--- src/rtl/tank_pump_ctrl_pkg.sv ---
`default_nettype none
// ============================================================================
// Module   : tank_pump_ctrl_pkg
// Brief    : Shared state encoding, fault-counter limit and pump scan helper.
// Revision : 1.0 - initial release
// ============================================================================
package tank_pump_ctrl_pkg;

  typedef enum logic [1:0] {
    IDLE  = 2'd0,
    FILL  = 2'd1,
    BOOST = 2'd2,
    FAULT = 2'd3
  } state_t;

  localparam int FAULT_CNT_MAX = 255;
  localparam int MAX_PUMPS     = 8;

  // Select up to n_sel available pumps, scanning upward from ptr with wrap.
  function automatic logic [MAX_PUMPS-1:0] scan_unmasked(
    input logic [MAX_PUMPS-1:0] mask,
    input logic [2:0]           ptr,
    input int unsigned          n_pumps,
    input int unsigned          n_sel
  );
    logic [MAX_PUMPS-1:0] sel;
    int unsigned          cnt;
    int unsigned          idx;
    sel = '0;
    cnt = 0;
    for (int unsigned i = 0; i < MAX_PUMPS; i++) begin
      idx = 32'(ptr) + i;
      if (idx >= n_pumps) idx = idx - n_pumps;
      if ((i < n_pumps) && mask[idx[2:0]] && (cnt < n_sel)) begin
        sel[idx[2:0]] = 1'b1;
        cnt = cnt + 1;
      end
    end
    return sel;
  endfunction

endpackage
`default_nettype wire

--- src/rtl/tank_pump_ctrl_sensor_debounce.sv ---
`default_nettype none
// ============================================================================
// Module   : sensor_debounce
// Brief    : Filtered sensor level that follows the raw input only after it has
//            disagreed for DEB_CYCLES consecutive cycles. Filtered resets to 1.
// Revision : 1.0 - initial release
// ============================================================================
module sensor_debounce #(
  parameter int DEB_CYCLES = 4
) (
  input  logic clk,
  input  logic rst_n,
  input  logic raw,
  output logic filt
);

  localparam logic [7:0] c_limit = 8'(DEB_CYCLES - 1);

  logic [7:0] r_cnt;
  logic       r_filt;

  always_ff @(posedge clk or negedge rst_n) begin
    if (!rst_n) begin
      r_cnt  <= '0;
      r_filt <= 1'b1;
    end else if (raw == r_filt) begin
      r_cnt <= '0;
    end else if (r_cnt == c_limit) begin
      r_filt <= raw;
      r_cnt  <= '0;
    end else begin
      r_cnt <= r_cnt + 8'd1;
    end
  end

  assign filt = r_filt;

endmodule
`default_nettype wire

--- src/rtl/tank_pump_ctrl.sv ---
`default_nettype none
// ============================================================================
// Module   : tank_pump_ctrl
// Brief    : N-pump tank fill controller with boost, duty rotation, maintenance
//            mask and sensor-fault counting. Define TANK_PUMP_CTRL_DEBOUNCE_EN
//            to filter both sensors through sensor_debounce.
// Revision : 1.0 - initial release
// ============================================================================
module tank_pump_ctrl
  import tank_pump_ctrl_pkg::*;
#(
  parameter int N_PUMPS     = 2,
  parameter int BOOST_PUMPS = 2,
  parameter int DEB_CYCLES  = 4
) (
  input  logic               clk,
  input  logic               rst_n,
  input  logic               I,
  input  logic               S,
  input  logic [N_PUMPS-1:0] pump_mask,
  output logic [N_PUMPS-1:0] pump_on,
  output logic [1:0]         state_o,
  output logic               fault,
  output logic [7:0]         fault_cnt
);

  logic                 r_i_q;
  logic                 r_s_q;
  logic                 w_lo;
  logic                 w_hi;
  state_t               r_state;
  state_t               w_state_next;
  logic [2:0]           r_ptr;
  logic [2:0]           w_ptr_next;
  logic [MAX_PUMPS-1:0] w_mask_ext;
  logic [MAX_PUMPS-1:0] w_scan_fill;
  logic [MAX_PUMPS-1:0] w_scan_boost;
  logic [N_PUMPS-1:0]   w_pump_next;
  logic                 w_advance;

  // Reset to "full" so no pump starts before the first real sample.
  always_ff @(posedge clk or negedge rst_n) begin
    if (!rst_n) begin
      r_i_q <= 1'b1;
      r_s_q <= 1'b1;
    end else begin
      r_i_q <= I;
      r_s_q <= S;
    end
  end

`ifdef TANK_PUMP_CTRL_DEBOUNCE_EN
  sensor_debounce #(.DEB_CYCLES(DEB_CYCLES)) u_deb_lo (
    .clk   (clk),
    .rst_n (rst_n),
    .raw   (r_i_q),
    .filt  (w_lo)
  );
  sensor_debounce #(.DEB_CYCLES(DEB_CYCLES)) u_deb_hi (
    .clk   (clk),
    .rst_n (rst_n),
    .raw   (r_s_q),
    .filt  (w_hi)
  );
`else
  assign w_lo = r_i_q;
  assign w_hi = r_s_q;
`endif

  always_comb begin
    w_state_next = r_state;
    if (!w_lo && w_hi) begin
      w_state_next = FAULT;
    end else begin
      case (r_state)
        IDLE:    if (!w_lo) w_state_next = BOOST;
        BOOST:   if (w_lo)  w_state_next = w_hi ? IDLE : FILL;
        FILL: begin
          if (w_hi)       w_state_next = IDLE;
          else if (!w_lo) w_state_next = BOOST;
        end
        default: w_state_next = IDLE;
      endcase
    end
  end

  assign w_mask_ext   = MAX_PUMPS'(pump_mask);
  assign w_scan_fill  = scan_unmasked(w_mask_ext, r_ptr, N_PUMPS, 1);
  assign w_scan_boost = scan_unmasked(w_mask_ext, r_ptr, N_PUMPS, BOOST_PUMPS);

  always_comb begin
    w_pump_next = '0;
    case (w_state_next)
      FILL:    w_pump_next = w_scan_fill[N_PUMPS-1:0];
      BOOST:   w_pump_next = w_scan_boost[N_PUMPS-1:0];
      default: w_pump_next = '0;
    endcase
  end

  // Descending scan so the nearest available pump after ptr wins.
  always_comb begin
    int idx;
    w_ptr_next = r_ptr;
    for (int i = N_PUMPS - 1; i >= 1; i--) begin
      idx = int'(r_ptr) + i;
      if (idx >= N_PUMPS) idx = idx - N_PUMPS;
      if (w_mask_ext[idx[2:0]]) w_ptr_next = idx[2:0];
    end
  end

  assign w_advance = ((r_state == FILL) || (r_state == BOOST)) && (w_state_next == IDLE);

  always_ff @(posedge clk or negedge rst_n) begin
    if (!rst_n) begin
      r_state   <= IDLE;
      pump_on   <= '0;
      fault     <= 1'b0;
      fault_cnt <= '0;
      r_ptr     <= '0;
    end else begin
      r_state <= w_state_next;
      pump_on <= w_pump_next;
      fault   <= (w_state_next == FAULT);
      if ((w_state_next == FAULT) && (r_state != FAULT) && (fault_cnt != 8'(FAULT_CNT_MAX)))
        fault_cnt <= fault_cnt + 8'd1;
      if (w_advance)
        r_ptr <= w_ptr_next;
    end
  end

  assign state_o = r_state;

endmodule
`default_nettype wire

--- config.mk ---
export PLATFORM = sky130hd
export DESIGN_NAME = tank_pump_ctrl
export DESIGN_NICKNAME = d
export VERILOG_FILES = /design/src/rtl/tank_pump_ctrl_pkg.sv /design/src/rtl/tank_pump_ctrl_sensor_debounce.sv /design/src/rtl/tank_pump_ctrl.sv
export SDC_FILE = /design/constraint.sdc
export NUM_CORES = 1
export LEC_CHECK = 0
export CORE_MARGIN = 2
export CORE_UTILIZATION = 51
export DETAILED_ROUTE_END_ITERATION = 10
export GPL_TIMING_DRIVEN = 0
export PLACE_DENSITY = 0.85
export REMOVE_ABC_BUFFERS = 1
export SKIP_LAST_GASP = 1
export SLEW_MARGIN = 30
export SYNTH_ARGS = -nofsm -noshare
export SYNTH_HDL_FRONTEND = slang
export SYNTH_HIERARCHICAL = 1
export SYNTH_SLANG_ARGS = --single-unit
export TNS_END_PERCENT = 50
--- constraint.sdc ---
create_clock -name clk -period 3.15 [get_ports clk]
set_clock_uncertainty 0.2 [all_clocks]
set_input_delay 0.315 -clock clk [delete_from_list [all_inputs] [get_ports clk]]
set_output_delay 0.315 -clock clk [all_outputs]
set_load 0.01 [all_outputs]
==> run metrics, run 1 <==
status finished clean; cell taking the most area after synthesis dfrtp_1; pwr/cell area 815 nW/um^2; routed length per placed instance 11.9 um; fraction of registers with async set/reset 100%; slowest CP cell dfrtp_1; Iter 0 DRT Violations 9; Static Leakage 0.577 nW; worst-case reg-to-reg path depth 10; Synth Area in XOR/XNOR 1.68%; Req. time, crit path 3140 ps; first-pass GRT wire length 3260 um; ANT cells 0; hold depth 1; Critical Path End Type flop; Synth Area in Compound Gates 16.1%; Hold-fix buffers, CTS 0; startpoint types flop; fin. max-slew vios 0; Global Route Usage Sum 17.4%; clock root cell clkbuf_4; clock sink total 18; Layout Nets 141; CTS tree built; grt total ovfl 0; die width 49.2 um; Top FF cell, synth dfrtp_1; number of synthesized flops with an enable pin 0; Post-synth top cells dfrtp_1, ha_1, nand2_1; Synth Area in Simple Gates 19.1%; Worst VDD drop 516 uV; Yosys top cell area share 38.4%; main combinational cell family by area after synthesis simple AND/OR/NAND/NOR gates; post-layout power 1.05 mW; initial antenna violation count 0; Hold Vio Cnt, Final 0; vias in the first global route 821; CTS Buffer Depth 2; min cycle time layout 2780 ps; detailed placement HPWL 1490 um; Fillers 160; Via density 5.36; critical path, cell by cell inv_1, ha_1, and2_1, o31ai_1, a21oi_1, or2_2, ha_1, nor2b_2, o21ai_1, mux2_2; Fmax 0.360 GHz; GP Congestion 0.711; Core Box Area 1940 sq um; clk_lat worst skew 290 ps; Cell Area, Synth 1040 sq um; Crit Path Max Fanout 6; CP Data Arrival Time 2760 ps; slowest stage delay, CP 440 ps; layout cells sized above 1 14.6%; Initial Util 53.7%; final setup TNS 0 ps; Synth Area in Adders 13.2%; port bufs 18; CTS Buf Count 3; drt pass-1 iters 3; MaxCap Viol Count 0; top cells by area, synth dfrtp_1, ha_1, dfstp_2, mux2_2, a21oi_1; final wirelength 1780 um; path type of the worst setup path reg2reg; die height 49.2 um; post-CTS setup buffers 0; Cells after DPL 146; drt drc 0; relative slew slack 47.7%; Least-Margin Pin Slew 782 ps; largest net degree at the start of global routing 19; post_cts resized 0; Final setup violation count 0; die area 2420 sq um; Yosys warning total 6; syn avg cell area 10.3 sq um; routed vias 804; fin crit share 88.2%; Clock Pin Slew Worst Setup and Hold Paths 100 ps; hold crit path type in2reg; Rows 16; Finished Layout Cells 150; Area Overhead vs Synth 24.2%; CP dominant cell by count ha_1; Top Ports 19; top-count cell post-synth dfrtp_1; Netlist cell types 33; unrepaired setup endpoints after global routing no; mux cell area share after synthesis 4.32%; antenna viol nets, final 0; Mapped Cells 101; H-tree Lvls 1; Seq/Total Area, Yosys 43.5%; #FFs+latches synth 18
-- logic make-up after synthesis --
family	after synthesis
adder cells (fa/ha/maj)	11
multiplexers	4
AND/OR/NAND/NOR	37
AO/OA/AOI/OAI	23
XOR/XNOR	2
buffers and inverters	6
flip-flops	18
-- worst max-delay path: cells and delay by family, from the launching register on --
family	cells	cell delay [ps]
AOI/OAI and AO/OA	3	480
adders and majority gates	2	450
muxes	1	370
DFF	1	440
buffers and inverters	1	90
and+or+nand+nor	3	640
-- power breakdown --
| group | switching, mW | internal (mW) |
|---|---|---|
| Clock | 0.0688 | 0.0705 |
| Combinational | 0.255 | 0.272 |
| Sequential | 0.0870 | 0.301 |
| Total | 0.411 | 0.644 |
-- layer usage --
metal / GRT usage (%) / wire [um] / vias up
li1: - / - / 401
met1: 17.1 / 736 / 378
met2: 33.6 / 936 / 20
met3: 3.07 / 63 / 5
met4: 10.0 / 43 / 0
met5: 0 / 0 / -
-- cell usage in the layout (no fill, tap or decap), types with 2 or more instances in the layout --
cell	instances
a21oi_1	8
ha_1	11
dfstp_2	2
inv_1	6
a211oi_1	2
dfrtp_1	16
nand2_1	9
clkbuf_4	3
nor2_1	6
nand3b_1	2
and3_1	3
mux2_2	4
nand3_1	3
nand4_1	2
o21ai_1	2
nor2b_1	2
clkdlybuf4s50_1	18
nand2b_1	2
or2_2	3
o21ai_0	2
-- state kept, by name, indices dropped and copies added, names as in the netlist --
name,flops
state_o,2
r_ptr,3
fault,1
pump_on,2
fault_cnt,8
r_s_q,1
r_i_q,1
-- path summary, 6_finish.rpt --
kind	start	to	slack (ps)
worst max-delay path	state_o[0]	fault_cnt[1]	370
worst min-delay path	I	r_i_q	210
worst max register to register	state_o[0]	fault_cnt[1]	370
worst min register to register	fault_cnt[0]	fault_cnt[0]	330
max in group asynchronous	rst_n	fault_cnt[4]	2000
min in group asynchronous	rst_n	fault_cnt[5]	270
-- final cells by class --
class	instances	area (sq um)	area share, %
Multi-Input combinational cell	77	569	44.0
Sequential cell	18	453	35.0
Timing Repair Buffer	18	180	13.9
Clock buffer	4	36.3	2.80
Tap cell	27	33.8	2.61
Inverter	6	22.5	1.74
-- stage by stage --
| stage | util, % | setup slack [ps] | instance area (sq um) | hold WS, ps |
|---|---|---|---|---|
| 2_1_floorplan | - | 537 | 1040 | -181 |
| 3_3_place_gp | 64.7 | 434 | 1260 | 314 |
| 3_5_place_dp | 64.7 | 336 | 1260 | 323 |
| 4_1_cts | 66.6 | 324 | 1290 | 206 |
| 5_1_grt | 66.7 | 73.4 | 1290 | 205 |
| 6_report | 66.7 | 372 | 1290 | 213 |
No activity file was read; power rests on OpenSTA's default activity.
==> run 2: changes to the inputs <==
--- a/config.mk
+++ b/config.mk
@@ -6,10 +6,10 @@
 export NUM_CORES = 1
 export LEC_CHECK = 0
 export CORE_MARGIN = 2
-export CORE_UTILIZATION = 51
+export CORE_UTILIZATION = 45
 export DETAILED_ROUTE_END_ITERATION = 10
 export GPL_TIMING_DRIVEN = 0
-export PLACE_DENSITY = 0.85
+export PLACE_DENSITY = 0.78
 export REMOVE_ABC_BUFFERS = 1
 export SKIP_LAST_GASP = 1
 export SLEW_MARGIN = 30
==> run metrics, run 2 (synthesis gave the netlist of run 1 again) <==
Req. time, crit path 3130 ps (about the same); Via density 5.25 (-2.0%); first-pass GRT wire length 3310 um (+1.7%); grt total ovfl 0 (unchanged); relative slew slack 44.7% (-3.0 points); Critical Path End Type flop; final wirelength 1930 um (+8.5%); path type of the worst setup path reg2reg; Post-Layout Inst Area 1280 sq um (-0.87%); Final setup violation count 0 (unchanged); Initial Util 47.6% (-6.1 points); status finished clean; die width 52.1 um (+5.9%); pwr/cell area 806 nW/um^2 (-1.0%); clock root cell clkbuf_4; final setup TNS 0 ps (unchanged); register area 453 sq um (unchanged); hold depth 1 (unchanged); capture point of the worst reg-to-reg path fault_cnt[6]; Rows 17 (+1); Layout Nets 141 (unchanged); ANT cells 0 (unchanged); Fmax 0.354 GHz (-1.7%); Area Overhead vs Synth 23.2%; Biggest register fault_cnt; unrepaired setup endpoints after global routing no; port bufs 18 (unchanged); Top Ports 19 (unchanged); biggest registers after layout fault_cnt (8), r_ptr (3); startpoint types flop; clk_lat worst skew 290 ps (about the same); max reg flops 8 (unchanged); hold crit path type in2reg; fin. max-slew vios 0 (unchanged); min cycle time layout 2830 ps (+47.1 ps); Clock Pin Slew Worst Setup and Hold Paths 90 ps (about the same); Least-Margin Pin Slew 827 ps (+45.4 ps); clock sink total 18 (unchanged); post_cts resized 0 (unchanged); routed vias 793 (-1.4%); drt pass-1 iters 4 (+1); Worst Hold End r_i_q; layout cells sized above 1 13.0% (-1.6 points); drt drc 0 (unchanged); Global Route Usage Sum 16.7% (-0.71 points); post-layout power 1.04 mW (-1.9%); Hold-fix buffers, CTS 0 (unchanged); post-CTS setup buffers 0 (unchanged); most frequent cells in the layout clkdlybuf4s50_1, dfrtp_1, ha_1; vias in the first global route 776 (-5.5%); die area 2720 sq um (+12%); H-tree Lvls 1 (unchanged); Area after DPL 1260 sq um (+0.10%); worst-case reg-to-reg path depth 11 (+1); CTS Buf Count 3 (unchanged); CP Data Arrival Time 2800 ps (+40 ps); area taken by multi-input logic gates 567 sq um (-0.44%); Core Box Area 2190 sq um (+13%); Static Leakage 0.571 nW (-1.1%); Hold Vio Cnt, Final 0 (unchanged); largest net degree at the start of global routing 19 (unchanged); die height 52.1 um (+5.9%); Crit Path Max Fanout 6 (unchanged); Fillers 187 (+17%); routed length per placed instance 12.8 um (+7.8%); setup slack, reg-to-reg 320 ps (-50 ps); Cells after DPL 147 (+0.68%); Worst VDD drop 552 uV (+6.9%); CTS Buffer Depth 2 (unchanged); MaxCap Viol Count 0 (unchanged); min-delay src I; antenna viol nets, final 0 (unchanged); Finished Layout Cells 151 (+0.67%); fin crit share 89.7% (+1.5 points); commonest non-fill, non-tap cell in the layout clkdlybuf4s50_1; GP Congestion 0.814 (+14%); detailed placement HPWL 1500 um (+1.2%); Iter 0 DRT Violations 18 (+9); FF-to-FF Start state_o[1]; initial antenna violation count 0 (unchanged); Finished Core Util 58.6% (-8.1 points); CTS tree built
==> run 2: changes by cell type in the layout (fill, tap and decap cells not counted) <==
cell / previous run / this run
nor2b_2: 1 / 0
clkbuf_1: 0 / 1
clkbuf_8: 1 / 0
nor2b_1: 2 / 3
==> run 2: area by class of cell <==
class	count	share of cell area [%]
Inverter	6	1.75
Clock buffer	4	2.05
Multi-Input combinational cell	77	44.2
Tap cell	28	2.73
Timing Repair Buffer	18	14.0
Sequential cell	18	35.3
==> run 2: metal layers <==
| metal | track usage, % | share of wire (%) | up-vias | routed length (um) |
|---|---|---|---|---|
| met1 | 18.5 | 43 | 365 | 840 |
| met5 | 0 | 0 | - | 0 |
| met4 | 8.77 | 0.52 | 0 | 10 |
| met2 | 30.0 | 51 | 20 | 990 |
| met3 | 3.16 | 4.7 | 2 | 91 |
| li1 | - | - | 406 | - |
==> run 2: worst max-delay path by stage <==
stage,start,end,slack (ps),depth (start not counted)
after floorplan,state_o[0],fault_cnt[1],540,10
after global placement,state_o[1],fault_cnt[6],410,11
after detailed placement,state_o[1],fault_cnt[6],350,11
after CTS,state_o[1],fault_cnt[6],320,11
after global routing,state_o[1],fault_cnt[6],120,11
final,state_o[1],fault_cnt[6],320,11
==> run 2: where the power goes <==
part | total [mW] | internal (mW) | switching (mW) | leakage [nW]
clock network | 0.118 | 0.0492 | 0.0689 | 0.0150
logic | 0.530 | 0.270 | 0.259 | 0.330
registers | 0.387 | 0.301 | 0.0861 | 0.226
total | 1.04 | 0.621 | 0.414 | 0.571
==> run 2: critical path, cell delays in order, from the launching register on <==
cell and delay [ps]:
dfrtp_1 440, inv_1 100, ha_1 140, nor2b_1 200, o21ai_0 100, a311oi_1 340
or2_2 200, ha_1 170, nor2b_1 300, nand2_1 90, nor2_1 110, mux2_2 330
==> run 2: stage by stage <==
stage	worst slack [ps]	hold slack, ps
after global placement	413	315
after global routing	124	207
final	325	224
after floorplan	537	-181
after detailed placement	346	333
after CTS	318	210
